## src/rtl/rst_seq_ctrl.sv

```systemverilog
// Staged reset sequencer: holds all domain resets, then releases them one at a time
// in index order, and re-runs the sequence on an accepted software request.
module rst_seq_ctrl #(
    parameter int unsigned NUM_STAGES  = 3,
    parameter int unsigned HOLD_CYCLES = 16,
    parameter int unsigned GAP_CYCLES  = 4,
    parameter int unsigned CNT_W       = 8
) (
    input  logic                  CLK,
    input  logic                  RSTN,
    input  logic                  sw_rst_req,
    output logic                  sw_rst_ack,
    output logic [NUM_STAGES-1:0] stage_rstn,
    output logic                  busy,
    output logic                  all_released
);

    localparam int unsigned IDX_W = $clog2(NUM_STAGES + 1);

    typedef enum logic [1:0] {
        ST_ASSERT  = 2'd0,
        ST_RELEASE = 2'd1,
        ST_DONE    = 2'd2
    } state_t;

    state_t                  state;
    state_t                  state_nxt;
    logic [CNT_W-1:0]        cnt;
    logic [CNT_W-1:0]        cnt_nxt;
    logic [IDX_W-1:0]        idx;
    logic [IDX_W-1:0]        idx_nxt;
    logic [NUM_STAGES-1:0]   stage_nxt;
    logic                    ack_nxt;
    logic                    busy_nxt;
    logic                    all_nxt;

    logic accept_c;
    logic hold_hit_c;
    logic gap_hit_c;
    logic last_idx_c;

    // A held request is re-accepted only every other cycle because the ack is still high.
    assign accept_c   = sw_rst_req && !sw_rst_ack;
    assign hold_hit_c = (cnt == CNT_W'(HOLD_CYCLES - 1));
    assign gap_hit_c  = (cnt == CNT_W'(GAP_CYCLES - 1));
    assign last_idx_c = (idx == IDX_W'(NUM_STAGES - 1));

    // State and registered outputs; RSTN overrides everything, including a pending ack.
    always_ff @(posedge CLK) begin
        if (!RSTN) begin
            state        <= ST_ASSERT;
            cnt          <= '0;
            idx          <= '0;
            stage_rstn   <= '0;
            sw_rst_ack   <= 1'b0;
            busy         <= 1'b1;
            all_released <= 1'b0;
        end else begin
            state        <= state_nxt;
            cnt          <= cnt_nxt;
            idx          <= idx_nxt;
            stage_rstn   <= stage_nxt;
            sw_rst_ack   <= ack_nxt;
            busy         <= busy_nxt;
            all_released <= all_nxt;
        end
    end

    // Next-state, counter and stage index.
    always_comb begin
        state_nxt = state;
        cnt_nxt   = cnt;
        idx_nxt   = idx;
        if (accept_c) begin
            state_nxt = ST_ASSERT;
            cnt_nxt   = '0;
            idx_nxt   = '0;
        end else begin
            case (state)
                ST_ASSERT: begin
                    if (hold_hit_c) begin
                        cnt_nxt   = '0;
                        idx_nxt   = IDX_W'(1);
                        state_nxt = (NUM_STAGES == 1) ? ST_DONE : ST_RELEASE;
                    end else begin
                        cnt_nxt = cnt + CNT_W'(1);
                    end
                end
                ST_RELEASE: begin
                    if (gap_hit_c) begin
                        cnt_nxt = '0;
                        idx_nxt = idx + IDX_W'(1);
                        if (last_idx_c) begin
                            state_nxt = ST_DONE;
                        end
                    end else begin
                        cnt_nxt = cnt + CNT_W'(1);
                    end
                end
                ST_DONE: begin
                    state_nxt = ST_DONE;
                end
                default: begin
                    state_nxt = ST_ASSERT;
                    cnt_nxt   = '0;
                    idx_nxt   = '0;
                end
            endcase
        end
    end

    // Next values of the registered outputs.
    always_comb begin
        stage_nxt = stage_rstn;
        ack_nxt   = 1'b0;
        busy_nxt  = busy;
        all_nxt   = all_released;
        if (accept_c) begin
            stage_nxt = '0;
            ack_nxt   = 1'b1;
            busy_nxt  = 1'b1;
            all_nxt   = 1'b0;
        end else begin
            case (state)
                ST_ASSERT: begin
                    if (hold_hit_c) begin
                        stage_nxt[0] = 1'b1;
                        if (NUM_STAGES == 1) begin
                            busy_nxt = 1'b0;
                            all_nxt  = 1'b1;
                        end
                    end
                end
                ST_RELEASE: begin
                    if (gap_hit_c) begin
                        for (int unsigned i = 0; i < NUM_STAGES; i++) begin
                            if (IDX_W'(i) == idx) begin
                                stage_nxt[i] = 1'b1;
                            end
                        end
                        if (last_idx_c) begin
                            busy_nxt = 1'b0;
                            all_nxt  = 1'b1;
                        end
                    end
                end
                default: begin
                    stage_nxt = stage_rstn;
                end
            endcase
        end
    end

endmodule

```

## config.mk

```make
export PLATFORM = sky130hd
export DESIGN_NAME = rst_seq_ctrl
export DESIGN_NICKNAME = d
export VERILOG_FILES = /design/src/rtl/rst_seq_ctrl.sv
export SDC_FILE = /design/constraint.sdc
export NUM_CORES = 1
export LEC_CHECK = 0
export ABC_AREA = 1
export CAP_MARGIN = 20
export CELL_PAD_IN_SITES_DETAIL_PLACEMENT = 0
export CELL_PAD_IN_SITES_GLOBAL_PLACEMENT = 1
export CORE_MARGIN = 2
export CORE_UTILIZATION = 43
export DETAILED_ROUTE_END_ITERATION = 7
export GPL_TIMING_DRIVEN = 0
export HOLD_SLACK_MARGIN = 0.03
export PLACE_DENSITY = 0.84
export SLEW_MARGIN = 20
export SYNTH_ARGS = -nofsm -noshare
export SYNTH_HDL_FRONTEND = slang
export SYNTH_SLANG_ARGS = --single-unit
```

## constraint.sdc

```tcl
create_clock -name CLK -period 2.9 [get_ports CLK]
set_input_delay 0.58 -clock CLK [delete_from_list [all_inputs] [get_ports CLK]]
set_output_delay 0.58 -clock CLK [all_outputs]
set_load 0.005 [all_outputs]
```

Word level (Yosys, flattened, before mapping)
Cells that the tools add are included.
{ "word_totals": {"register_bits": 18, "inputBits": 3, "out_inout_bits": 6, "wordCells": 50} }
{ "classes": {"add_sub_neg": 2, "n_eq_ne": 11, "mux": 14, "n_bitwise": 2, "n_reduce_logical": 12} }
{ "op_table": {"columns": ["cell", "n"], "rows": [
  ["one-hot mux 8 bit (3 select lines)", 1],
  ["two-way mux 8 bit", 2],
  ["AND reduction 3 bit", 5],
  ["one-hot mux 2 bit (3 select lines)", 2],
  ["adder 8 x 1 -> 8 bit, second input constant", 1],
  ["== test 8 x 2 -> 1 bit, second input constant", 1],
  ["== test 8 x 4 -> 1 bit, second input constant", 1],
  ["two-way mux 2 bit", 4],
  ["inequality test 2 bit, second input constant", 4],
  ["== test 2 bit, second input constant", 2],
  ["zero test 2 bit", 2],
  ["two-way mux 1 bit", 4],
  ["AND reduction 4 bit", 1],
  ["adder 2 x 1 -> 2 bit, second input constant", 1],
  ["== test 1 x 2 -> 1 bit, first input constant", 1],
  ["== test 2 x 1 -> 1 bit, second input constant", 1],
  ["== test 2 bit, first input constant", 1],
  ["inverter 1 bit", 2],
  ["one-hot mux 1 bit (2 select lines)", 1],
  ["nonzero test 2 bit", 1],
  ["OR reduction 2 bit", 1],
  ["logical AND 1 bit", 1],
  ["zero test 1 bit", 1]
]} }

Depth between registers and ports, before layout
{ "logic_depth": {"depth_word": 4, "depth_mapped": 8} }

Least setup slack after synthesis
OpenSTA, ideal clock, no wires.
{ "synth_path": {"path_type": "reg-to-reg", "start": "register state[0]", "end": "register idx[0]", "t_arrival_ns": 1.222, "t_required_ns": 2.830, "setup_slack_ns": 1.607, "path_stages_with_launch": 9, "path_buffers": 1, "synth_period_minus_slack_ns": 1.293, "cell_sequence": "dfxtp_1 > inv_1 > ha_1 > buf_2 > inv_2 > o21ai_0 > a21oi_1 > nand3_1 > a21oi_1"} }
{ "synth_via": {"elab_chain_cells": 3, "elab_cells_between_ends": 8} }
{ "synth_rtl": {"columns": ["element", "line", "source"], "rows": [
  ["start, declared", "26", "state_t state;"],
  ["start signal, assigned", "59", "state <= state_nxt;"],
  ["== test 2 x 1 -> 1 bit (tied with other cells)", "79", "case (state)"],
  ["inequality test 2 bit (no source line) / inverter 1 bit (equally long branches)", null, null],
  ["AND reduction 3 bit (no source line)", null, null],
  ["end signal, assigned", "61", "idx <= idx_nxt;"],
  ["end, declared", "30", "logic [IDX_W-1:0] idx;"]
]} }
Several ways; a longest one is shown, not always the timed one.
A chain may end at the register's enable or synchronous reset.

Final worst setup path
{ "layout_path": {"start": "register stage_rstn[2]", "end": "output port stage_rstn[2]"} }
{ "layout_rtl": {"columns": ["element", "line", "source"], "rows": [
  ["start, declared", "13", "output logic [NUM_STAGES-1:0] stage_rstn,"],
  ["start signal, assigned", "62", "stage_rstn <= stage_nxt;"]
]} }
No word-level cell between the ends.

==> flow_summary.yaml <==
status:
  status: "finished, final reports clean"
clocking:
  holdBufCountCts: 0
  clock_sinks: 17
  cts_buffer_depth: 2
  cts_tree: "done"
  worst_skew_pair.late_latency_ns: 0.29
  numCtsBuffers: 3
  cts_htree_levels: 1
  post_cts.repair.setup_buffers: 0
  post_cts_resize_count: 0
  clkSlewWorstSetupHoldPaths_ns: 0.10
  clk_root_buffer_cell: "sky130_fd_sc_hd__clkbuf_4"
routing:
  detail_route.drc_violations: 0
  drt_wl_total_microns: 1820
  num_vias: 809
  route.detailed.wl_per_inst_microns: 10.9
  drtPass1Iterations: 4
  detail_route.vias_per_cell: 4.84
  postRouteAntennaNets: 0
  drt_iter0_markers: 24
finish:
  fraction_of_final_layout_cells_sized_beyond_drive_strength_1_pct: 11.5
  layout.filler_cells: 223
  register_area_sq_um: 340
  area_growth_from_synthesis_to_layout_pct: 15.0
  total_nets_final: 151
  diodes: 0
  multiInputGateArea_sq_um: 520
placed_design:
  weighted_congestion_at_the_end_of_routability_driven_global_placement: 0.712
  io_buffer_count: 8
  hpwl_microns: 1370
synthesis:
  postSynth.topFlopCell: "sky130_fd_sc_hd__dfxtp_1"
  synth.area.top_cells: "sky130_fd_sc_hd__dfxtp_1, sky130_fd_sc_hd__ha_1, sky130_fd_sc_hd__nand2_1, sky130_fd_sc_hd__inv_1, sky130_fd_sc_hd__a21oi_1"
  synth-edff-count: 0
  async_reset_ff_share_pct: 0
  number_of_flip_flops_and_latches_in_the_synthesized_netlist: 17
  synthesis.area_sq_um: 948
  synth_cell_type_count: 22
  avgSynthCellArea_sq_um: 7.47
  synth_cells: 127
  syn_nets: 138
  yosys_warning_total: 0
  synthDominantAreaCellType: "sky130_fd_sc_hd__dfxtp_1"
  yosys.cell_count.top_type: "sky130_fd_sc_hd__nand2_1"
  synth.top_cells.by_count: "sky130_fd_sc_hd__nand2_1, sky130_fd_sc_hd__inv_1, sky130_fd_sc_hd__dfxtp_1, sky130_fd_sc_hd__a21oi_1"
  seq_area_frac_synth_pct: 35.9
  post-synth-top-area-fraction_pct: 35.9
worst_setup_path:
  critical_path_required_ns: 2.32
  timing.critical_path.slowest_cell_delay_ns: 0.48
  crit_arrival_ns: 1.22
  worst-r2r-setup-slack_ns: 1.42
  crit_chain: "buf_4 -> clkdlybuf4s50_1"
  worst_path_max_delay_cell: "sky130_fd_sc_hd__clkdlybuf4s50_1"
  criticalPathCategory: "reg -> out"
  critPathLaunchType: "register"
  r2r-start: "state[0]"
  regToRegEndpoint: "cnt[5]"
  worst_r2r_path_depth: 8
  cp-startpoint: "stage_rstn[2]"
  endpoint_kind: "output port"
  path_max_fanout: 3
min_path:
  min_from: "sw_rst_ack"
  min_delay_path_depth: 1
  holdPathEnd: "sw_rst_ack"
  hp-class: "reg -> reg"
pwr:
  static-leakage-power_nw: 0.446
  power.density_cell_area_mw_per_mm2: 354
  totalPowerFinal_mw: 0.386
  vdd_ir_drop_max_mv: 0.156
sta:
  clock.fmax_mhz: 555
  timing.clock.skew_ns: 0.00818
  fin_crit_sh_pct: 62.1
  final-hold-violation-count: 0
  grt_setup_unrepaired: "false"
  maxSlewHeadroom_pct: 75.6
  final_period_minus_worst_setup_slack_ns: 1.80
  final-setup-viol-count: 0
  worst-slew-pin-transition_ns: 0.366
  finalSetupTns_ns: 0
  timing.final.max_slew_violations: 0
floorplanning:
  dieWidth_microns: 51.0
  floorplan.die_area_sq_mm: 0.00260
  initial_utilization_pct: 44.1
  die_height_microns: 51.0
  number_of_standard_cell_rows_in_the_floorplan: 17
  core-area_sq_mm: 0.00215
  ios: 9
run:
  cap_viol_max_count: 0
global_routing:
  grt_antenna_before_repair: 0
  number_of_global_route_vias_before_repair: 741
  grt.total_usage_pct: 16.0
  grt_overflow_total: 0
  wire_length_of_the_first_global_routing_pass_microns: 3130
  largest_net_degree_at_the_start_of_global_routing: 11
power breakdown:
group          switching [mW]  leakage (nW)  internal (mW)
registers             0.00257         0.138          0.236
clock network          0.0784        0.0177         0.0512
logic                  0.0103         0.291        0.00784
total                  0.0912         0.446          0.295
kinds of logic after synthesis:
| kind of cell | Yosys count | synth area share [%] |
|---|---|---|
| simple gates | 55 | 27.8 |
| compound gates | 25 | 16.5 |
| buf+inv | 22 | 9.23 |
| flops | 17 | 35.9 |
| fa+ha+maj | 8 | 10.6 |
per-stage QoR:
stage	instances	instance area (sq um)	hold WS, ns	setup WS (ns)	utilization, %
5_1_grt	167	1090	0.462	1.05	50.8
4_1_cts	167	1090	0.450	1.08	50.8
3_3_place_gp	163	1060	0.430	0.993	49.5
6_report	167	1090	0.447	1.10	50.8
3_5_place_dp	163	1060	0.435	0.980	49.5
2_1_floorplan	127	948	0.443	1.61	-
cells in the final DEF, fill, tap and decap left out, drive strengths merged:
cell           Yosys  routed
a21o               2       2
o21ai              8       8
ha                 8       8
nand2             24      24
clkdlybuf4s50      0       8
nor2              14      14
nand3             12      12
nand4              3       3
clkbuf             0       3
clkinv             0       1
o21bai             1       1
nor3               1       1
inv               20      20
buf                2       2
dfxtp             17      17
nand3b             1       1
a31oi              1       1
a21oi             13      13
routing by layer:
metal | part of all wire [%] | up-vias | wire length, microns | global-route usage, %
li1 | - | 437 | - | -
met1 | 49 | 360 | 895 | 21.1
met2 | 47 | 10 | 849 | 25.8
met3 | 3.0 | 2 | 55 | 2.63
met4 | 0.94 | 0 | 17 | 6.76
met5 | 0 | - | 0 | 0
registers in the layout (all words and copies together) (netlist names):
signal and count:
stage_rstn 3, state 2, sw_rst_ack 1, busy 1, idx 2, cnt 8
worst max-delay path by stage:
stage                    end  cells after the start
6_report       stage_rstn[2]                      2
5_1_grt        stage_rstn[2]                      2
4_1_cts        stage_rstn[2]                      2
3_5_place_dp          idx[0]                      5
3_3_place_gp          idx[0]                      5
2_1_floorplan         idx[0]                      8
critical path, delay by kind of cell (launching register included):
kind | cells | cell delay, ns
flip-flops | 1 | 0.36
buffers and inverters | 2 | 0.59
area by class of cell:
class,instances,area share [%]
multi-input cells,88,47.7
well taps,28,3.21
repair buffers,8,7.34
plain buffers,2,1.15
clock inverters,1,0.459
inverters,20,6.88
flip-flops and latches,17,31.2
clock buffers,3,2.06
Power figures use the tool's default switching activity.
